[src/rtl/encoder_level_if.sv]
// Encoder-side bundle: raw quadrature channels in, level/step/dir/err out.
// Valid/ready note: there is no backpressure; step or err high for one cycle marks one event.
interface encoder_level_if #(
    parameter int LEVEL_WIDTH = 8
) ();
    logic                   enc_a;
    logic                   enc_b;
    logic [LEVEL_WIDTH-1:0] level;
    logic                   step;
    logic                   dir;
    logic                   err;

    modport master (
        output enc_a,
        output enc_b,
        input  level,
        input  step,
        input  dir,
        input  err
    );

    modport slave (
        input  enc_a,
        input  enc_b,
        output level,
        output step,
        output dir,
        output err
    );
endinterface

[src/rtl/encoder_level.sv]
// Quadrature encoder to level converter: sync, debounce, x4 Gray decode,
// saturating or wrapping up/down step of a registered level.
module encoder_level #(
    parameter int LEVEL_WIDTH     = 8,
    parameter int DEBOUNCE_CYCLES = 8,
    parameter int STEP            = 1,
    parameter bit WRAP            = 1'b0,
    parameter int RESET_LEVEL     = 0
) (
    input  logic           clk,
    input  logic           reset,
    encoder_level_if.slave bus
);
    localparam int CW = $clog2(DEBOUNCE_CYCLES + 1);
    localparam logic [CW-1:0]          CNT_LAST  = CW'(DEBOUNCE_CYCLES);
    localparam logic [LEVEL_WIDTH:0]   STEP_EXT  = (LEVEL_WIDTH + 1)'(STEP);
    localparam logic [LEVEL_WIDTH-1:0] LEVEL_RST = LEVEL_WIDTH'(RESET_LEVEL);

    // Bit 1 carries channel A, bit 0 channel B throughout.
    logic [1:0]             w_raw;
    logic [1:0]             r_sync1;
    logic [1:0]             r_sync2;
    logic [1:0]             r_stable;
    logic [1:0]             r_prev;
    logic [CW-1:0]          r_cnt [2];
    logic [LEVEL_WIDTH-1:0] r_level;
    logic                   r_step;
    logic                   r_dir;
    logic                   r_err;

    logic                   w_up;
    logic                   w_down;
    logic                   w_both;
    logic [LEVEL_WIDTH:0]   w_sum;
    logic [LEVEL_WIDTH:0]   w_diff;
    logic [LEVEL_WIDTH-1:0] w_up_level;
    logic [LEVEL_WIDTH-1:0] w_down_level;

    assign w_raw = {bus.enc_a, bus.enc_b};

    always_ff @(posedge clk) begin
        if (reset) begin
            r_sync1  <= '0;
            r_sync2  <= '0;
            r_stable <= '0;
            r_prev   <= '0;
            for (int i = 0; i < 2; i++) begin
                r_cnt[i] <= '0;
            end
        end else begin
            r_sync1 <= w_raw;
            r_sync2 <= r_sync1;
            r_prev  <= r_stable;
            for (int i = 0; i < 2; i++) begin
                if (r_sync2[i] == r_stable[i]) begin
                    r_cnt[i] <= '0;
                end else if ((r_cnt[i] + CW'(1)) == CNT_LAST) begin
                    r_stable[i] <= r_sync2[i];
                    r_cnt[i]    <= '0;
                end else begin
                    r_cnt[i] <= r_cnt[i] + CW'(1);
                end
            end
        end
    end

    always_comb begin
        w_up   = 1'b0;
        w_down = 1'b0;
        case ({r_prev, r_stable})
            4'b00_10, 4'b10_11, 4'b11_01, 4'b01_00: w_up   = 1'b1;
            4'b00_01, 4'b01_11, 4'b11_10, 4'b10_00: w_down = 1'b1;
            default: ;
        endcase
    end

    assign w_both = &(r_prev ^ r_stable);

    // One extra bit exposes the carry on overflow and the borrow on underflow.
    assign w_sum  = {1'b0, r_level} + STEP_EXT;
    assign w_diff = {1'b0, r_level} - STEP_EXT;

    always_comb begin
        w_up_level   = w_sum[LEVEL_WIDTH-1:0];
        w_down_level = w_diff[LEVEL_WIDTH-1:0];
        if (!WRAP && w_sum[LEVEL_WIDTH]) begin
            w_up_level = '1;
        end
        if (!WRAP && w_diff[LEVEL_WIDTH]) begin
            w_down_level = '0;
        end
    end

    always_ff @(posedge clk) begin
        if (reset) begin
            r_level <= LEVEL_RST;
            r_step  <= 1'b0;
            r_dir   <= 1'b0;
            r_err   <= 1'b0;
        end else begin
            r_step <= w_up | w_down;
            r_err  <= w_both;
            if (w_up) begin
                r_dir   <= 1'b1;
                r_level <= w_up_level;
            end else if (w_down) begin
                r_dir   <= 1'b0;
                r_level <= w_down_level;
            end
        end
    end

    assign bus.level = r_level;
    assign bus.step  = r_step;
    assign bus.dir   = r_dir;
    assign bus.err   = r_err;
endmodule

[src/flat_wrapper.sv]
// flat-port wrapper written by rule: the top's interface ports become plain ports
module encoder_level_flat 
#(
    parameter int LEVEL_WIDTH     = 8,
    parameter int DEBOUNCE_CYCLES = 8,
    parameter int STEP            = 1,
    parameter bit WRAP            = 1'b0,
    parameter int RESET_LEVEL     = 0
)
  (clk, reset, bus_enc_a, bus_enc_b, bus_level, bus_step, bus_dir, bus_err);
  encoder_level_if #(.LEVEL_WIDTH(LEVEL_WIDTH)) bus_i ();
  input  logic clk;
  input  logic reset;
  input wire logic [$bits(bus_i.enc_a)-1:0] bus_enc_a;
  input wire logic [$bits(bus_i.enc_b)-1:0] bus_enc_b;
  output wire logic [$bits(bus_i.level)-1:0] bus_level;
  output wire logic [$bits(bus_i.step)-1:0] bus_step;
  output wire logic [$bits(bus_i.dir)-1:0] bus_dir;
  output wire logic [$bits(bus_i.err)-1:0] bus_err;
  assign bus_i.enc_a = bus_enc_a;
  assign bus_i.enc_b = bus_enc_b;
  assign bus_level = bus_i.level;
  assign bus_step = bus_i.step;
  assign bus_dir = bus_i.dir;
  assign bus_err = bus_i.err;
  encoder_level #(.LEVEL_WIDTH(LEVEL_WIDTH), .DEBOUNCE_CYCLES(DEBOUNCE_CYCLES), .STEP(STEP), .WRAP(WRAP), .RESET_LEVEL(RESET_LEVEL)) u_core (.clk(clk), .reset(reset), .bus(bus_i));
endmodule
[config.mk]
export PLATFORM = sky130hd
export DESIGN_NAME = encoder_level_flat
export DESIGN_NICKNAME = d
export VERILOG_FILES = /design/src/rtl/encoder_level_if.sv /design/src/rtl/encoder_level.sv /design/src/flat_wrapper.sv
export SDC_FILE = /design/constraint.sdc
export NUM_CORES = 1
export LEC_CHECK = 0
export ABC_AREA = 1
export CAP_MARGIN = 15
export CORE_MARGIN = 2
export CORE_UTILIZATION = 25
export CTS_BUF_LIST = sky130_fd_sc_hd__clkbuf_16
export DETAILED_ROUTE_END_ITERATION = 10
export HOLD_SLACK_MARGIN = 0.03
export PLACE_DENSITY = 0.37
export SLEW_MARGIN = 15
export SYNTH_ARGS = -nofsm -noshare
export SYNTH_HDL_FRONTEND = slang
export SYNTH_SLANG_ARGS = --single-unit
[constraint.sdc]
create_clock -name clk -period 2.5 [get_ports clk]
set_clock_uncertainty 0.2 [all_clocks]
set_input_delay 0.5 -clock clk [delete_from_list [all_inputs] [get_ports clk]]
set_output_delay 0.5 -clock clk [all_outputs]
set_load 0.005 [all_outputs]
# ---- After elaboration in Yosys (flattened, before gate mapping)
# Memories as Yosys holds them, arrays and structs flattened.
# Cells that the tools add are included.
dict set report word_totals {
  regBits 19
  ram_bits 8
  input_bits 4
  out_inout_bits 11
  elab_cells 80
  memories 1
}
dict set report op_classes {
  add_sub_neg 4
  eq_ne 12
  muxes 38
  n_bitwise 10
  reduce_logical 6
}
# memory words word_bits read_ports rd_ports_with_merged_regs write_ports line_no
set mem_list {}
lappend mem_list {u_core.r_cnt 2 4 2 0 2 encoder_level.sv:25} ;# logic [CW-1:0] r_cnt [2];
# op n
set ops {}
lappend ops {{$mux W8} 4}
lappend ops {{$mux W1} 28}
lappend ops {{$eq A4 B4 Y1 const B} 6}
lappend ops {{$mux W4} 6}
lappend ops {{$add A8 B1 Y9 const B} 1}
lappend ops {{$sub A8 B1 Y9 const B} 1}
lappend ops {{$add A4 B1 Y4 const B} 2}
lappend ops {{$eq A4 B3 Y1 const B} 2}
lappend ops {{$reduce_or A4 Y1} 2}
lappend ops {{$or A1 B1 Y1} 7}
lappend ops {{$reduce_and A2 Y1} 3}
lappend ops {{$eq A4 B1 Y1 const B} 1}
lappend ops {{$eq A4 B2 Y1 const B} 1}
lappend ops {{$eq A1 B1 Y1} 2}
lappend ops {{$not A1 Y1} 2}
lappend ops {{$reduce_bool A2 Y1} 1}
lappend ops {{$xor A2 B2 Y2} 1}

# ---- Depth between registers and ports, before layout
# Gate-level depths: netlist (run 1).
dict set report depth {
  ltp_word 8
  ltp_mapped 11
  depth_no_buf 10
}

# ---- Worst setup path before layout (run 1)
# No wires, ideal clock.
dict set report synth_timing {
  kind {input -> register}
  from {in reset}
  to {mem u_core.r_cnt[0][0] in the netlist's numbering (data pin)}
  arrival_ns 1.303
  required_time_ns 2.172
  path_slack_ns 0.869
  stages 7
  path_buffers 1
  path_cell_list {buf_2 inv_1 o21ai_0 a21oi_1 nand2_1 or2_2 inv_1}
}
# element line_no
set synth_rtl {}
lappend synth_rtl {{from (decl)} flat_wrapper.sv:13} ;# input logic reset;
lappend synth_rtl {{to (decl)} encoder_level.sv:25}

# ---- Worst setup path after layout (run 1)
dict set report layout_timing {
  from {reg u_core.r_level[4] (netlist: u_core.bus.level[4])}
  to {out bus_level[4]}
}
# element line_no
set layout_rtl {}
lappend layout_rtl {{from (decl)} encoder_level.sv:26} ;# logic [LEVEL_WIDTH-1:0] r_level;
lappend layout_rtl {{from (signal assigned)} encoder_level.sv:105} ;# r_level <= w_up_level;
lappend layout_rtl {{from (signal assigned)} encoder_level.sv:108} ;# r_level <= w_down_level;
lappend layout_rtl {{to (decl)} flat_wrapper.sv:16} ;# output wire logic [$bits(bus_i.level)-1:0] bus_level;
# No word-level cell between the ends.

==> flow_summary_export.csv, run 1 <==
group,metric,value,unit
sta,fmax,475,MHz
sta,fin_crit_sh,84.2,%
detailed_routing,drc,0,
finish,layout-drive-gt1-share,6.87,%
finish,finalNetCount,271,
global_route,overflow,0,
floorplanning,std_cell_rows,29,
logic_synthesis,synth_top_area_share,23.6,%
sta,hold_viol_final,0,
critical_path,crit_path_max_fanout,10,
critical_path,timing.critical_path.buf_inv,1,
clock_network,cts_buffers,3,
clock_network,cts_sinks,27,
logic_synthesis,synthCells,241,
logic_synthesis,seq_area_frac_synth,38.4,%
floorplanning,dieArea,0.00711,mm^2
detailed_routing,drt_iter0_drc,49,
logic_synthesis,async_flop_share,0,%
finish,final_common_cell,"nand2_1",
status,run_status,"completed",
logic_synthesis,synth.distinct_cells,27,
critical_path,critPathKind,"reg -> out",
logic_synthesis,synth_edf_count,8,
placed_design,io_buffers,14,
power,vdd_ir_drop_max,0.263,mV
critical_path,cp_cell_sequence,"clkdlybuf4s50_1",
logic_synthesis,ys_ff_latch,27,
clock_network,hold_buffers,0,
critical_path,critPathLaunchType,"flop",
floorplanning,coreArea,0.00631,mm^2
clock_network,cts.clk_slew.worst_paths,0.08,ns
detailed_routing,vias_per_cell,4.19,
critical_path,cp_slowest_cell,"clkdlybuf4s50_1",
power,p_leak,0.929,nW
sta,setup_viol,0,
critical_path,required,1.80,ns
clock_network,cts_root_buf,"clkbuf_16",
detailed_routing,vias,1422,
clock_network,clk_latency,0.27,ns
critical_path,crit_family,"buffers and inverters",
clock_network,postCtsSetupBuffers,0,
run,maxCapViolCount,0,
logic_synthesis,yosysTopAreaCell,"dfxtp_1",
finish,finish.utilization,30.7,%
floorplanning,die_h,84.4,um
placed_design,place.gp.congestion,0.760,
logic_synthesis,yosysWarnings,0,
sta,setup_tns,0,ns
clock_network,cts-resized-gates,0,
clock_network,cts_tree,"yes",
global_route,grt_pass1_wl,6570,um
sta,rsz0062_at_grt,"false",
global_route,grt_pass1_vias,1399,
power,p_per_area,531,mW/mm^2
finish,layout_common_cells,"nand2_1 (64), inv_1 (42), nor2_1 (31)",
logic_synthesis,syn_area,0.00161,mm^2
detailed_routing,drt_first_pass_iters,4,
floorplanning,dieWidth,84.4,um
clock_network,htree_num_levels,1,
floorplanning,start_util,25.6,%
detailed_routing,ant_nets,0,
critical_path,critPathMaxStageDelay,0.58,ns
worst_hold_path,min_path_type,"reg -> reg",
detailed_routing,routed_wl,3790,um
critical_path,endpoint_kind,"output pin",
global_route,grt_usage,11.5,%
detailed_routing,wire_per_inst,11.2,um
finish,antenna_cells,0,
logic_synthesis,ys_top_cells_by_area,"dfxtp_1 (24%), edfxtp_1 (15%), nand2_1 (15%)",
global_route,grt_max_degree,18,
sta,period_minus_slack,2.10,ns
global_route,antenna_found_initial,0,
logic_synthesis,postSynthAreaPerCell,6.70,um^2
sta,drv_slew,0,
clock_network,clockBufferDepth,2,
finish,fillers,746,
critical_path,crit_arrival,1.40,ns
finish,area_growth,20.2,%
placed_design,dp_hpwl,2690,um
placed_design,placed_cell_area,0.00186,mm^2
logic_synthesis,synth_flop_cell,"dfxtp_1",
floorplanning,pin_count,15,
finish,final_area,0.00194,mm^2
[routing by layer]
| metal | part of all wire, % | GRT usage [%] | up-vias |
|---|---|---|---|
| met4 | 1.3 | 3.46 | 0 |
| met1 | 56 | 16.6 | 623 |
| met2 | 41 | 17.4 | 17 |
| met3 | 2.2 | 1.97 | 6 |
| li1 | - | - | 776 |
| met5 | 0 | 0 | - |
[worst min-delay path: stages, from the launching register on]
cell,delay (ns)
dfxtp_1,0.30
inv_1,0.04
nor2_1,0.03
[power breakdown]
group	switching (mW)	internal, mW
logic	0.0810	0.0563
clock network	0.188	0.223
registers	0.0167	0.465
[state kept, by name, summed over array words and instances (netlist names)]
signal,count
u_core.bus.dir,1
u_core.bus.err,1
u_core.bus.level,8
u_core.bus.step,1
u_core.r_cnt,8
u_core.r_prev,2
u_core.r_stable,2
u_core.r_sync1,2
u_core.r_sync2,2
[final cells by class]
type	count	area, um^2	share of cell area (%)
tap	77	96.3	4.97
clock buffer	3	75.1	3.87
multi-input combinational	170	812	41.9
sequential	27	621	32.0
inverter	45	171	8.84
clock inverter	1	8.76	0.452
timing repair buffer	16	155	8.00
[cells in the mapped netlist (3+ instances only)]
cell type  instances
nand2_1           64
a21oi_1            5
nor2_1            31
edfxtp_1           8
nand2_2            4
nand3_1           21
inv_1             42
xnor2_1            3
o21ai_0           18
ha_1               4
buf_2              3
dfxtp_1           19
[worst paths after layout]
path                                             to  slack [ns]                start  cells past startpoint
worst max register to register  u_core.bus.level[5]        0.68  u_core.bus.level[0]                      9
worst min register to register    u_core.r_sync2[1]        0.21    u_core.r_sync1[1]                      2
worst max-delay path                   bus_level[4]        0.40  u_core.bus.level[4]                      1
worst min-delay path              u_core.r_sync2[1]        0.21    u_core.r_sync1[1]                      2
[through the flow]
stage               instances  hold slack [ns]  worst slack (ns)  power [mW]
floorplan                 248            0.188             0.869       0.589
global placement          335            0.194             0.506       0.633
detailed placement        335            0.197             0.505       0.631
CTS                       339            0.208             0.387        1.04
global route              339            0.231             0.315        1.09
finish                    339            0.207             0.396        1.03
[cell families after synthesis]
family / share of synthesized area (%)
fa+ha+maj: 3.10
compound gates: 9.69
flops: 38.4
simple gates: 32.9
other cells: 0.232
xor+xnor: 2.71
buf+inv: 12.9
No activity file was read; power rests on OpenSTA's default activity.
==> inputs of run 2 (changes only) <==
==> constraint.sdc (replaced) <==
create_clock -name clk -period 2 [get_ports clk]
set_clock_uncertainty 0.2 [all_clocks]
set_input_delay 0.4 -clock clk [delete_from_list [all_inputs] [get_ports clk]]
set_output_delay 0.4 -clock clk [all_outputs]
set_load 0.005 [all_outputs]
==> run 2 against run 1 <==
Effect of this change:
- non-clock buffer count is 4 higher
- sequential share of layout area shrank 0.36 points
- final cell count is 1.2% higher
- die area stayed put
- utilization is 0.54 points higher
- register-to-register slack lost 0.42 ns
- first-iteration DRC count rose by 47%
- worst setup slack got worse by 0.32 ns
- combinational power up 28%
- sequential power rose by 25%
- wire length down 4.4%
- clock power is 21% higher
- critical path type unchanged
- critical endpoint is now bus_level[6]
==> flow_summary_export.csv, run 2 (synthesis gave the netlist of run 1 again) <==
group,metric,value,unit
detailed_routing,vias_per_cell,4.13,
detailed_routing,drt_iter0_drc,72,
power,p_per_area,647,mW/mm^2
clock_network,cts_tree,"yes",
finish,antenna_cells,0,
critical_path,critPathMaxStageDelay,0.56,ns
power,p_leak,0.948,nW
worst_hold_path,hold_depth,2,
power,netSwitchingPower,342,uW
status,run_status,"completed",
clock_network,clockBufferDepth,2,
placed_design,io_buffers,14,
finish,final_cells,343,
critical_path,cp_slowest_cell,"clkdlybuf4s50_1",
detailed_routing,wire_per_inst,10.6,um
placed_design,place_ws,0.0787,ns
critical_path,timing.critical_path.buf_inv,1,
placed_design,dp_hpwl,2710,um
global_route,grt_pass1_wl,6240,um
global_route,overflow,0,
clock_network,cts_buffers,3,
finish,final_common_cell,"nand2_1",
power,swShare,26.8,%
power,seqPwrFrac,47.2,%
sta,hold_viol_final,0,
floorplanning,pin_count,15,
placed_design,dp_cells,339,
sta,fmax,521,MHz
critical_path,critPathKind,"reg -> out",
power,power_frac_comb,13.8,%
global_route,grt_usage,10.7,%
critical_path,crit_arrival,1.32,ns
floorplanning,dieArea,0.00711,mm^2
worst_hold_path,min_path_type,"reg -> reg",
clock_network,htree_num_levels,1,
finish,layout-drive-gt1-share,9.40,%
finish,finalNetCount,275,
power,clockPowerShare,39.0,%
clock_network,cts_root_buf,"clkbuf_16",
sta,drv_slew,0,
sta,hold_slack,0.210,ns
critical_path,reg2reg_depth,9,
clock_network,clk_latency,0.27,ns
critical_path,required,1.40,ns
sta,fin_ws,0.0807,ns
placed_design,place.gp.congestion,0.775,
critical_path,critPathLaunchType,"flop",
critical_path,cp_cell_sequence,"clkdlybuf4s50_1",
floorplanning,die_h,84.4,um
detailed_routing,vias,1416,
finish,area_growth,22.2,%
finish,layout_common_cells,"nand2_1 (64), inv_1 (42), nor2_1 (31)",
power,intPower,935,uW
global_route,grt_max_degree,18,
sta,period_minus_slack,1.92,ns
detailed_routing,drt_first_pass_iters,4,
critical_path,endpoint_kind,"output pin",
detailed_routing,routed_wl,3620,um
floorplanning,dieWidth,84.4,um
sta,fin_crit_sh,96.0,%
clock_network,cts_sinks,27,
floorplanning,start_util,25.6,%
global_route,grt_pass1_vias,1285,
floorplanning,std_cell_rows,29,
sta,rsz0062_at_grt,"false",
power,vdd_ir_drop_max,0.307,mV
sta,setup_tns,0,ns
detailed_routing,drc,0,
critical_path,crit_path_max_fanout,8,
critical_path,cp.depth,1,
run,maxCapViolCount,0,
clock_network,cts.clk_slew.worst_paths,0.08,ns
detailed_routing,ant_nets,0,
critical_path,crit_family,"buffers and inverters",
power,finalPower,1.28,mW
floorplanning,coreArea,0.00631,mm^2
sta,setup_viol,0,
global_route,antenna_found_initial,0,
[run 2: cell types whose count changed in the layout (fill, tap and decap cells not counted), sizes merged]
cell,before,now
buf,2,6
[run 2: cell type report]
| cell class | count | area [um^2] |
|---|---|---|
| clock buffer | 3 | 75.1 |
| clock inverter | 1 | 8.76 |
| fill | 702 | 4340 |
| inverter | 45 | 171 |
| multi-input combinational | 170 | 812 |
| sequential | 27 | 624 |
| tap | 77 | 96.3 |
| timing repair buffer | 20 | 185 |
[run 2: power groups by stage]
stage / registers, mW / logic [mW] / clock network [mW]
floorplan: 0.607 / 0.129 / 0
global placement: 0.617 / 0.179 / 0
detailed placement: 0.616 / 0.177 / 0
CTS: 0.603 / 0.179 / 0.517
global route: 0.607 / 0.204 / 0.536
finish: 0.603 / 0.176 / 0.498
[run 2: layer usage]
layer  up-vias  global-route usage, %  wire length, um
li1        788                      -                -
met1       602                   16.3             2070
met2        21                   15.5             1420
met3         5                   2.16               99
met4         0                   2.16               31
met5         -                      0                0
[run 2: worst reg2reg max path, delay by kind of cell (launching register included)]
kind | cells | cell delay [ns]
adders and majority gates | 1 | 0.20
and+or+nand+nor | 7 | 0.81
DFF | 1 | 0.44
buffers and inverters | 1 | 0.04
[run 2: worst paths after layout]
path | to | slack [ns] | startpoint
hold reg to reg | u_core.r_sync2[1] | 0.21 | u_core.r_sync1[1]
hold / removal | u_core.r_sync2[1] | 0.21 | u_core.r_sync1[1]
setup / recovery | bus_level[6] | 0.08 | u_core.bus.level[6]
setup reg to reg | u_core.bus.level[5] | 0.26 | u_core.bus.level[1]
[run 2: per-stage QoR]
stage	util, %	area, um^2
floorplan	-	1640
global placement	29.9	1890
detailed placement	29.9	1890
CTS	31.2	1970
global route	31.3	1970
finish	31.3	1970
[run 2: what timing repair did]
action	CTS	global route
resized for setup	1	2
setup endpoints to repair	1	2
hold endpoints to repair	0	0
cloned	0	0
buffers inserted	0	0
hold buffers	0	0
==> inputs of run 3 (changes only) <==
--- a/config.mk
+++ b/config.mk
@@ -8,11 +8,11 @@
 export ABC_AREA = 1
 export CAP_MARGIN = 15
 export CORE_MARGIN = 2
-export CORE_UTILIZATION = 25
+export CORE_UTILIZATION = 45
 export CTS_BUF_LIST = sky130_fd_sc_hd__clkbuf_16
 export DETAILED_ROUTE_END_ITERATION = 10
 export HOLD_SLACK_MARGIN = 0.03
-export PLACE_DENSITY = 0.37
+export PLACE_DENSITY = 0.61
 export SLEW_MARGIN = 15
 export SYNTH_ARGS = -nofsm -noshare
 export SYNTH_HDL_FRONTEND = slang
==> run 3 against run 2 <==
Effect of this change:
- sequential power is essentially flat
- register-to-register slack got worse by 0.03 ns
- highest routed layer unchanged
- worst hold slack worse by 0.0079 ns
- global-route usage up 6.5 points
- worst setup slack got worse by 0.011 ns
- critical path type unchanged
- fmax fell by 0.59%
- first-iteration DRC count up 1.4%
- largest power group unchanged
- non-clock buffer count down 3
- clock power decreased by 3%
==> flow_summary_export.csv, run 3 (synthesis gave the netlist of run 1 again) <==
group,metric,value,unit
finish,regArea,622,um^2
run,maxCapViolCount,0,
clock_network,clk_latency,0.27,ns
sta,hold_slack,0.202,ns
floorplanning,coreArea,0.00339,mm^2
detailed_routing,drc,0,
power,finalPower,1.26,mW
sta,rsz0062_at_grt,"false",
clock_network,htree_num_levels,1,
global_route,grt_pass1_vias,1273,
clock_network,cts-resized-gates,0,
finish,area_growth,18.3,%
detailed_routing,wire_per_inst,10.0,um
sta,fin_crit_sh,96.5,%
critical_path,crit_arrival,1.33,ns
sta,setup_viol,0,
detailed_routing,ant_nets,0,
detailed_routing,vias,1440,
finish,finalNetCount,272,
clock_network,cts_buffers,3,
detailed_routing,drt_iter0_drc,73,
floorplanning,start_util,47.6,%
floorplanning,dieArea,0.00408,mm^2
clock_network,cts.clk_slew.worst_paths,0.07,ns
status,run_status,"completed",
clock_network,hold_buffers,0,
global_route,grt_max_degree,18,
finish,fillers,336,
sta,hold_viol_final,0,
critical_path,critPathMaxStageDelay,0.56,ns
critical_path,cp_cell_sequence,"clkdlybuf4s50_1",
placed_design,place_ws,0.109,ns
placed_design,io_buffers,14,
finish,layout-drive-gt1-share,7.60,%
critical_path,endpoint_kind,"output pin",
sta,fmax,518,MHz
placed_design,dp_hpwl,2230,um
worst_hold_path,min_path_type,"reg -> reg",
critical_path,critPathLaunchType,"flop",
detailed_routing,routed_wl,3100,um
floorplanning,dieWidth,63.9,um
clock_network,clockBufferDepth,2,
critical_path,crit_path_max_fanout,10,
clock_network,postCtsSetupBuffers,0,
critical_path,timing.critical_path.buf_inv,1,
critical_path,cp_slowest_cell,"clkdlybuf4s50_1",
detailed_routing,vias_per_cell,4.66,
critical_path,critPathKind,"reg -> out",
clock_network,cts_tree,"yes",
critical_path,crit_family,"buffers and inverters",
detailed_routing,drt_first_pass_iters,4,
clock_network,cts_sinks,27,
finish,layout_common_cells,"nand2_1 (64), inv_1 (42), nor2_1 (31)",
floorplanning,std_cell_rows,21,
global_route,overflow,0,
power,p_leak,0.935,nW
sta,setup_tns,0,ns
floorplanning,die_h,63.9,um
placed_design,place.gp.congestion,0.807,
floorplanning,pin_count,15,
clock_network,cts_root_buf,"clkbuf_16",
power,p_per_area,658,mW/mm^2
sta,drv_slew,0,
global_route,grt_pass1_wl,5530,um
critical_path,required,1.40,ns
sta,period_minus_slack,1.93,ns
finish,final_common_cell,"nand2_1",
finish,multiInputGateArea,812,um^2
power,vdd_ir_drop_max,0.371,mV
sta,fin_ws,0.0693,ns
global_route,antenna_found_initial,0,
global_route,grt_usage,17.2,%
finish,antenna_cells,0,
run 3: layout make-up:
type | count | area share, %
Tap cell | 46 | 3.01
Multi-Input combinational cell | 170 | 42.5
Timing Repair Buffer | 17 | 8.52
Clock inverter | 1 | 0.459
Clock buffer | 3 | 3.93
Inverter | 45 | 8.98
Sequential cell | 27 | 32.6
run 3: final timing paths:
path / start / endpoint / slack (ns) / depth (start not counted)
worst min register to register: u_core.r_sync1[0] / u_core.r_sync2[0] / 0.20 / 2
worst max-delay path: u_core.bus.level[5] / bus_level[5] / 0.07 / 1
worst max register to register: u_core.bus.level[0] / u_core.bus.level[6] / 0.23 / 9
worst min-delay path: u_core.r_sync1[0] / u_core.r_sync2[0] / 0.20 / 2
run 3: where the power goes:
group | internal [mW] | switching, mW
registers | 0.582 | 0.0183
clock network | 0.277 | 0.207
logic | 0.0713 | 0.100
run 3: worst reg2reg max path: cells and delay by family, from the launching register on:
kind | cells | cell delay [ns]
simple gates | 5 | 0.56
flops | 1 | 0.33
buf+inv | 2 | 0.27
fa+ha+maj | 1 | 0.25
compound gates | 1 | 0.05
run 3: through the flow:
step | utilization, % | instance area, um^2 | std cells
floorplan | - | 1640 | 248
global placement | 53.8 | 1820 | 305
detailed placement | 53.8 | 1820 | 305
CTS | 56.3 | 1910 | 309
global route | 56.3 | 1910 | 309
finish | 56.3 | 1910 | 309
run 3: metal layers:
metal	share of wire (%)	up-vias	global-route usage [%]
li1	-	782	-
met1	52	625	24.3
met2	42	28	25.3
met3	4.7	5	2.99
met4	1.9	0	8.15
met5	0	-	0
